**src/rtl/mem_map_pkg.sv**
```systemverilog
// Shared definitions for the handshake memory controller: region map,
// request-size field encodings, FSM states and latency-counter width.
package mem_map_pkg;

    // Region select nibble, req_addr[31:28]
    localparam logic [3:0] REGION_ROM  = 4'h0;
    localparam logic [3:0] REGION_RAM  = 4'h1;
    localparam logic [3:0] REGION_KB   = 4'h2;
    localparam logic [3:0] REGION_DISP = 4'h3;

    // req_size bit positions
    localparam int SZ_HALF_BIT     = 0;
    localparam int SZ_WORD_BIT     = 1;
    localparam int SZ_UNSIGNED_BIT = 2;

    // Width of the wait-state counter (latencies 0..15)
    localparam int LAT_W = 4;

    typedef enum logic [1:0] {
        ST_IDLE,
        ST_ISSUE,
        ST_WAIT,
        ST_RESP
    } state_t;

    typedef enum logic [1:0] {
        ACC_BYTE,
        ACC_HALF,
        ACC_WORD
    } acc_width_t;

    // Word wins over half: bit1 set means a full word regardless of bit0.
    function automatic acc_width_t size_width(input logic [2:0] size);
        if (size[SZ_WORD_BIT]) begin
            return ACC_WORD;
        end else if (size[SZ_HALF_BIT]) begin
            return ACC_HALF;
        end
        return ACC_BYTE;
    endfunction

    // Natural alignment check for the access width.
    function automatic logic is_misaligned(input logic [2:0] size,
                                           input logic [1:0] addr_lo);
        unique case (size_width(size))
            ACC_WORD: return (addr_lo != 2'b00);
            ACC_HALF: return addr_lo[0];
            default:  return 1'b0;
        endcase
    endfunction

endpackage

```
**src/rtl/mem_lane_unit.sv**
```systemverilog
// Byte-lane logic: load extraction with sign/zero extension, and store
// byte-enable generation with lane replication. Purely combinational.
module mem_lane_unit
    import mem_map_pkg::*;
(
    input  logic [1:0]  i_addr_lo,
    input  logic [2:0]  i_size,
    input  logic        i_full_word,
    input  logic [31:0] i_rdata,
    input  logic [31:0] i_wdata,
    output logic [31:0] o_load_data,
    output logic [3:0]  o_be,
    output logic [31:0] o_wdata
);

    acc_width_t  w_width;
    logic [7:0]  w_byte;
    logic [15:0] w_half;
    logic        w_signed;

    assign w_width  = size_width(i_size);
    assign w_signed = ~i_size[SZ_UNSIGNED_BIT];

    // Select the addressed lane of the device word and extend it to 32 bits
    always_comb begin
        // NOTE: every always_comb output gets a default first so no path can infer a latch.
        w_byte      = 8'h00;
        w_half      = 16'h0000;
        o_load_data = i_rdata;
        unique case (i_addr_lo)
            2'd0: w_byte = i_rdata[7:0];
            2'd1: w_byte = i_rdata[15:8];
            2'd2: w_byte = i_rdata[23:16];
            2'd3: w_byte = i_rdata[31:24];
        endcase
        w_half = i_addr_lo[1] ? i_rdata[31:16] : i_rdata[15:0];
        if (!i_full_word) begin
            unique case (w_width)
                ACC_HALF: o_load_data = {{16{w_signed & w_half[15]}}, w_half};
                ACC_BYTE: o_load_data = {{24{w_signed & w_byte[7]}}, w_byte};
                default:  o_load_data = i_rdata;
            endcase
        end
    end

    // Build byte enables and replicate store data across every lane
    always_comb begin
        o_be    = 4'b1111;
        o_wdata = i_wdata;
        unique case (w_width)
            ACC_BYTE: begin
                o_be    = 4'b0001 << i_addr_lo;
                o_wdata = {4{i_wdata[7:0]}};
            end
            ACC_HALF: begin
                o_be    = i_addr_lo[1] ? 4'b1100 : 4'b0011;
                o_wdata = {2{i_wdata[15:0]}};
            end
            default: begin
                o_be    = 4'b1111;
                o_wdata = i_wdata;
            end
        endcase
    end

endmodule

```
**src/rtl/mem_ctrl_hs.sv**
```systemverilog
// CPU-side memory controller with valid/ready request and response
// channels. One transaction is outstanding at a time; each device region
// has its own read latency. Misaligned, unmapped and wrong-direction
// accesses return a bus error without touching any device.
module mem_ctrl_hs
    import mem_map_pkg::*;
#(
    parameter int ROM_AW  = 12,
    parameter int RAM_AW  = 12,
    parameter int KB_AW   = 6,
    parameter int DISP_AW = 14,
    parameter int ROM_LAT = 1,
    parameter int RAM_LAT = 1,
    parameter int KB_LAT  = 0
) (
    input  logic                clk,
    input  logic                rst_n,
    // core request channel
    input  logic                req_valid,
    output logic                req_ready,
    input  logic                req_write,
    input  logic [31:0]         req_addr,
    input  logic [31:0]         req_wdata,
    input  logic [2:0]          req_size,
    // core response channel
    output logic                rsp_valid,
    input  logic                rsp_ready,
    output logic [31:0]         rsp_rdata,
    output logic                rsp_err,
    // ROM
    output logic                rom_en,
    output logic [ROM_AW-1:0]   rom_addr,
    input  logic [31:0]         rom_rdata,
    // RAM
    output logic                ram_en,
    output logic [3:0]          ram_we,
    output logic [RAM_AW-1:0]   ram_addr,
    output logic [31:0]         ram_wdata,
    input  logic [31:0]         ram_rdata,
    // keyboard
    output logic                kb_rd,
    output logic [KB_AW-1:0]    kb_addr,
    input  logic [31:0]         kb_rdata,
    // display
    output logic                disp_we,
    output logic [3:0]          disp_be,
    output logic [DISP_AW-1:0]  disp_addr,
    output logic [31:0]         disp_wdata
);

    localparam logic [LAT_W-1:0] ROM_LAT_V = ROM_LAT[LAT_W-1:0];
    localparam logic [LAT_W-1:0] RAM_LAT_V = RAM_LAT[LAT_W-1:0];
    localparam logic [LAT_W-1:0] KB_LAT_V  = KB_LAT[LAT_W-1:0];

    state_t             r_state;
    state_t             w_state_next;

    // latched request
    logic               r_write;
    logic [2:0]         r_size;
    logic [3:0]         r_region;
    logic [27:0]        r_addr;
    logic [31:0]        r_wdata;

    logic [LAT_W-1:0]   r_cnt;
    logic [31:0]        r_rsp_rdata;
    logic               r_rsp_err;

    logic               w_req_err;
    logic               w_accept;
    logic               w_capture;
    logic               w_load_cnt;
    logic               w_issue;
    logic [LAT_W-1:0]   w_lat;
    logic [31:0]        w_raw_rdata;
    logic [31:0]        w_load_data;
    logic [3:0]         w_be;
    logic [31:0]        w_lane_wdata;
    logic               w_unused_addr;

    // Address bits above the widest device window are don't-care aliases.
    assign w_unused_addr = ^r_addr;

    // Classify the incoming request before it is accepted
    always_comb begin
        w_req_err = is_misaligned(req_size, req_addr[1:0]);
        unique case (req_addr[31:28])
            REGION_ROM:  if (req_write)  w_req_err = 1'b1;
            REGION_RAM:  ;
            REGION_KB:   if (req_write)  w_req_err = 1'b1;
            REGION_DISP: if (!req_write) w_req_err = 1'b1;
            default:     w_req_err = 1'b1;
        endcase
    end

    // Read latency and raw read data of the region being served
    always_comb begin
        w_lat       = '0;
        w_raw_rdata = 32'h0000_0000;
        unique case (r_region)
            REGION_ROM: begin w_lat = ROM_LAT_V; w_raw_rdata = rom_rdata; end
            REGION_RAM: begin w_lat = RAM_LAT_V; w_raw_rdata = ram_rdata; end
            REGION_KB:  begin w_lat = KB_LAT_V;  w_raw_rdata = kb_rdata;  end
            default:    ;
        endcase
    end

    mem_lane_unit u_lane (
        .i_addr_lo   (r_addr[1:0]),
        .i_size      (r_size),
        .i_full_word (r_region == REGION_KB),
        .i_rdata     (w_raw_rdata),
        .i_wdata     (r_wdata),
        .o_load_data (w_load_data),
        .o_be        (w_be),
        .o_wdata     (w_lane_wdata)
    );

    // State register
    always_ff @(posedge clk or negedge rst_n) begin
        // NOTE: sequential state uses non-blocking assignments so every flop samples pre-edge values.
        if (!rst_n) begin
            r_state <= ST_IDLE;
        end else begin
            r_state <= w_state_next;
        end
    end

    // Next-state logic and datapath control strobes
    always_comb begin
        w_state_next = r_state;
        w_accept     = 1'b0;
        w_capture    = 1'b0;
        w_load_cnt   = 1'b0;
        unique case (r_state)
            ST_IDLE: begin
                if (req_valid) begin
                    w_accept     = 1'b1;
                    w_state_next = w_req_err ? ST_RESP : ST_ISSUE;
                end
            end
            ST_ISSUE: begin
                if (r_write) begin
                    w_state_next = ST_RESP;
                end else if (w_lat == '0) begin
                    w_capture    = 1'b1;
                    w_state_next = ST_RESP;
                end else begin
                    w_load_cnt   = 1'b1;
                    w_state_next = ST_WAIT;
                end
            end
            ST_WAIT: begin
                if (r_cnt == '0) begin
                    w_capture    = 1'b1;
                    w_state_next = ST_RESP;
                end
            end
            ST_RESP: begin
                if (rsp_ready) begin
                    w_state_next = ST_IDLE;
                end
            end
            default: w_state_next = ST_IDLE;
        endcase
    end

    // Latch the request, run the wait counter and hold the response
    always_ff @(posedge clk or negedge rst_n) begin
        // NOTE: datapath registers are reset too, so rsp_rdata/rsp_err read 0 after an abort.
        if (!rst_n) begin
            r_write     <= 1'b0;
            r_size      <= 3'b000;
            r_region    <= 4'h0;
            r_addr      <= '0;
            r_wdata     <= 32'h0000_0000;
            r_cnt       <= '0;
            r_rsp_rdata <= 32'h0000_0000;
            r_rsp_err   <= 1'b0;
        end else begin
            if (w_accept) begin
                r_write     <= req_write;
                r_size      <= req_size;
                r_region    <= req_addr[31:28];
                r_addr      <= req_addr[27:0];
                r_wdata     <= req_wdata;
                r_rsp_err   <= w_req_err;
                r_rsp_rdata <= 32'h0000_0000;
            end
            if (w_load_cnt) begin
                r_cnt <= w_lat - 1'b1;
            end else if (r_state == ST_WAIT && r_cnt != '0) begin
                r_cnt <= r_cnt - 1'b1;
            end
            if (w_capture) begin
                r_rsp_rdata <= w_load_data;
            end
        end
    end

    assign w_issue   = (r_state == ST_ISSUE);
    assign req_ready = (r_state == ST_IDLE);
    assign rsp_valid = (r_state == ST_RESP);
    assign rsp_rdata = r_rsp_rdata;
    assign rsp_err   = r_rsp_err;

    // Device strobes exist only during ISSUE; errors never reach ISSUE.
    assign rom_en     = w_issue && (r_region == REGION_ROM);
    assign rom_addr   = r_addr[ROM_AW+1:2];

    assign ram_en     = w_issue && (r_region == REGION_RAM);
    assign ram_we     = (ram_en && r_write) ? w_be : 4'b0000;
    assign ram_addr   = r_addr[RAM_AW+1:2];
    assign ram_wdata  = w_lane_wdata;

    assign kb_rd      = w_issue && (r_region == REGION_KB);
    assign kb_addr    = r_addr[KB_AW+1:2];

    assign disp_we    = w_issue && (r_region == REGION_DISP);
    assign disp_be    = disp_we ? w_be : 4'b0000;
    assign disp_addr  = r_addr[DISP_AW+1:2];
    assign disp_wdata = w_lane_wdata;

endmodule
```
**config.mk**
```make
export PLATFORM = sky130hd
export DESIGN_NAME = mem_ctrl_hs
export DESIGN_NICKNAME = d
export VERILOG_FILES = /design/src/rtl/mem_map_pkg.sv /design/src/rtl/mem_lane_unit.sv /design/src/rtl/mem_ctrl_hs.sv
export SDC_FILE = /design/constraint.sdc
export NUM_CORES = 1
export LEC_CHECK = 0
export BUFFER_PORTS_ARGS = -buffer_cell sky130_fd_sc_hd__buf_2
export CELL_PAD_IN_SITES_DETAIL_PLACEMENT = 1
export CELL_PAD_IN_SITES_GLOBAL_PLACEMENT = 1
export CORE_ASPECT_RATIO = 1.75
export CORE_UTILIZATION = 34
export DETAILED_ROUTE_END_ITERATION = 12
export HOLD_SLACK_MARGIN = 0.12
export PLACE_DENSITY = 0.87
export SLEW_MARGIN = 0
export SYNTH_ARGS = -nofsm -noshare
export SYNTH_HDL_FRONTEND = slang
export SYNTH_SLANG_ARGS = --single-unit
```
**constraint.sdc**
```tcl
create_clock -name clk -period 2.71 [get_ports clk]
set_clock_uncertainty 0.1 [all_clocks]
set_input_delay 0.1355 -clock clk [delete_from_list [all_inputs] [get_ports clk]]
set_output_delay 0.1355 -clock clk [all_outputs]
set_load 0.005 [all_outputs]
```
==> reports/metrics.cfg <==
[final_layout]
area_growth_pct=32.2
fillers=2272
final_common_cell=buf_2
layout_common_cells=309 x buf_2, 94 x dfrtp_1, 91 x mux2_2
final_area_mm2=0.00886
insertedDiodeCount=0
drive_gt1_share_pct=47.3
layout.nets=1144
stdcell_count=1217

[place]
dp_cells=1142
port_buffers=310
place_area_mm2=0.00793
dp_hpwl_um=19000
place.gp.congestion=0.881

[grt]
grt_pass1_wl_um=39000
overflow=0
antenna_found_initial=0
grt_max_degree=42
grt_use_total_pct=25.5
grt_pass1_vias=7181

[routing]
wl_per_cell_um=21.0
viasPerCell=5.42
drtPass1Iterations=4
route.detailed.drc=0
ant_nets=0
drt_first_iter_violations=238
drt-total-wl_um=25500
vias=6598

[worst_setup_path]
setup.worst_path.start_class=flip-flop
path_class=reg2out
critPathCaptureType=output port
slowest_stage=nor2_1
path_delay_family=simple AND/OR/NAND/NOR gates
regToRegSetupSlack_ns=0.24
cp-startpoint=r_region[3]
crit_chain=nor2_1 -> nand4_1 -> nor2_1 -> buf_2
path_buf_inv=1
timing.rr.start=r_state[0]
required_ns=2.47
cp_num_cells=4
worst_r2r_path_depth=7
critPathMaxFanout=8
arrival_ns=2.35
reg2reg_to=rsp_rdata[17]
crit_path_end=disp_be[2]
crit_path_max_incr_delay_ns=0.55
crit_top_cell=nor2_1

[power]
power_mw=10.7
powerDensity_mw_per_mm2=1210
peakVddDrop_v=0.000497
total_leakage_power_nw=4.30

[cts]
cts_tree=yes
cts.sinks=95
clk_pin_slew_worst_paths_ns=0.07
cts_root_buf=clkbuf_16
cts_resized=0
clkLatencyLatePin_ns=0.34
htreeDepth=3
cts_made_buffers=9
clk_path_buf_depth=2

[floorplanning]
initial_core_util_pct=34.9
rows=67
die_area_mm2=0.0203
die_w_um=108
ios=323
dieHeight_um=188
core_area_mm2=0.0192

[hold_path]
hp-class=in2reg
min_from=rsp_ready

[timing]
tns_ns=0
finalMaxSlewViolations=0
min_period_over_period_pct=95.4
holdWs_ns=0.212
slew_headroom_pct=55.7
report.final.hold_viol_count=0
max_freq_ghz=0.387
rsz0062_at_grt=false
tightest_slew_ns=0.663
final.min_clock_period_ns=2.59
setup-violations-final=0

[synthesis]
yosys_warnings=0
syn_area_per_cell_um2=9.57
synthFlopType=dfrtp_1
synthCells=700
post_synth_instance_area_mm2=0.00670
synth-seq-cells=95
yosysUniqueCellTypes=64
yosysSeqAreaShare_pct=35.5
synth_edf_count=0
syn_nets=873
async_flop_share_pct=100

[status]
run_status=completed

[job]
cap_violations=0

## registers in the layout, summed over array words and instances, names as in the netlist
register	cells
r_write	1
r_region	4
r_wdata	32
rsp_err	1
r_size	3
r_state	2
r_cnt	4
r_addr	16
rsp_rdata	32
## metrics by stage
stage / worst slack (ns) / util, %
2_1_floorplan: 0.672 / -
3_3_place_gp: 0.340 / 41.3
3_5_place_dp: 0.280 / 41.3
4_1_cts: 0.146 / 46.1
5_1_grt: 0.0619 / 46.1
6_report: 0.124 / 46.1
## synth_stat cells (4+ instances only)
cell | instances | area, um^2
buf_4 | 89 | 668
clkbuf_1 | 26 | 97.6
nand2b_1 | 8 | 50.1
nor4_1 | 7 | 43.8
o21ai_0 | 34 | 170
or3_1 | 8 | 50.1
o21ai_1 | 13 | 65.1
nand3b_1 | 8 | 60.1
nor2_1 | 45 | 169
nor3_1 | 14 | 70.1
a31oi_1 | 6 | 37.5
buf_2 | 14 | 70.1
mux2i_1 | 22 | 220
dfrtp_1 | 95 | 2380
and3_1 | 6 | 37.5
a211oi_1 | 9 | 67.6
ha_1 | 5 | 62.6
inv_1 | 5 | 18.8
nand2_1 | 32 | 120
mux2_2 | 91 | 1020
a222oi_1 | 7 | 70.1
nor2b_1 | 8 | 50.1
o31ai_1 | 10 | 75.1
o221ai_1 | 4 | 35.0
a21oi_1 | 48 | 240
buf_1 | 5 | 18.8
and3b_1 | 17 | 149
o21a_1 | 4 | 30.0
o211ai_1 | 7 | 52.6
## cells by family (layout without fill, tap and decap cells)
family                     count (synthesis)  after routing  synth area share, %
AOI/OAI and AO/OA                        173            173                 17.3
muxes                                    113            113                 18.6
DFF                                       95             95                 35.5
adders and majority gates                  5              5                0.934
and+or+nand+nor                          172            172                 14.2
buffers and inverters                    141            417                 13.3
xor gates and xnor gates                   1              1                0.131
## final cells by class
cell class / instances / area (um^2) / share of cell area [%]
Clock buffer: 10 / 229 / 2.59
Clock inverter: 6 / 109 / 1.23
Inverter: 6 / 22.5 / 0.254
Multi-Input combinational cell: 464 / 3440 / 38.8
Sequential cell: 95 / 2380 / 26.9
Tap cell: 241 / 302 / 3.40
Timing Repair Buffer: 395 / 2380 / 26.8
## what timing repair did
action,in CTS,in global routing
endpoints found under the hold margin,92,0
setup buffers,0,0
hold buffers,59,0
endpoints found under the setup margin,0,0
## worst register-to-register path, cell delays in order, from the launching register on
cell and delay [ns]:
dfrtp_1 0.43, inv_1 0.11, ha_1 0.34, and2_1 0.23
a22oi_4 0.15, nor3_2 0.47, nand2_1 0.35, o211ai_1 0.21
## how the worst min path moves through the flow
stage	depth (start not counted)	to	slack, ns
3_3_place_gp	1	r_addr[9]	0.04
5_1_grt	5	rsp_rdata[11]	0.24
6_report	3	r_state[1]	0.21
3_5_place_dp	1	r_cnt[0]	0.04
2_1_floorplan	0	r_addr[0]	-0.26
4_1_cts	3	r_state[1]	0.21
## metal layers
layer / share of wire [%] / routed length (um) / track usage, % / vias to the layer above
met3: 5.2 / 1320 / 3.86 / 48
met5: 0 / 0 / 0 / -
met4: 4.5 / 1140 / 14.9 / 0
met2: 57 / 14600 / 49.4 / 273
met1: 33 / 8480 / 24.3 / 3273
li1: - / - / - / 3004
## power by group
group	switching (mW)	internal (mW)
combinational	3.45	2.93
clock	0.562	0.902
sequential	0.777	2.10
(Power assumes the default switching activity.)
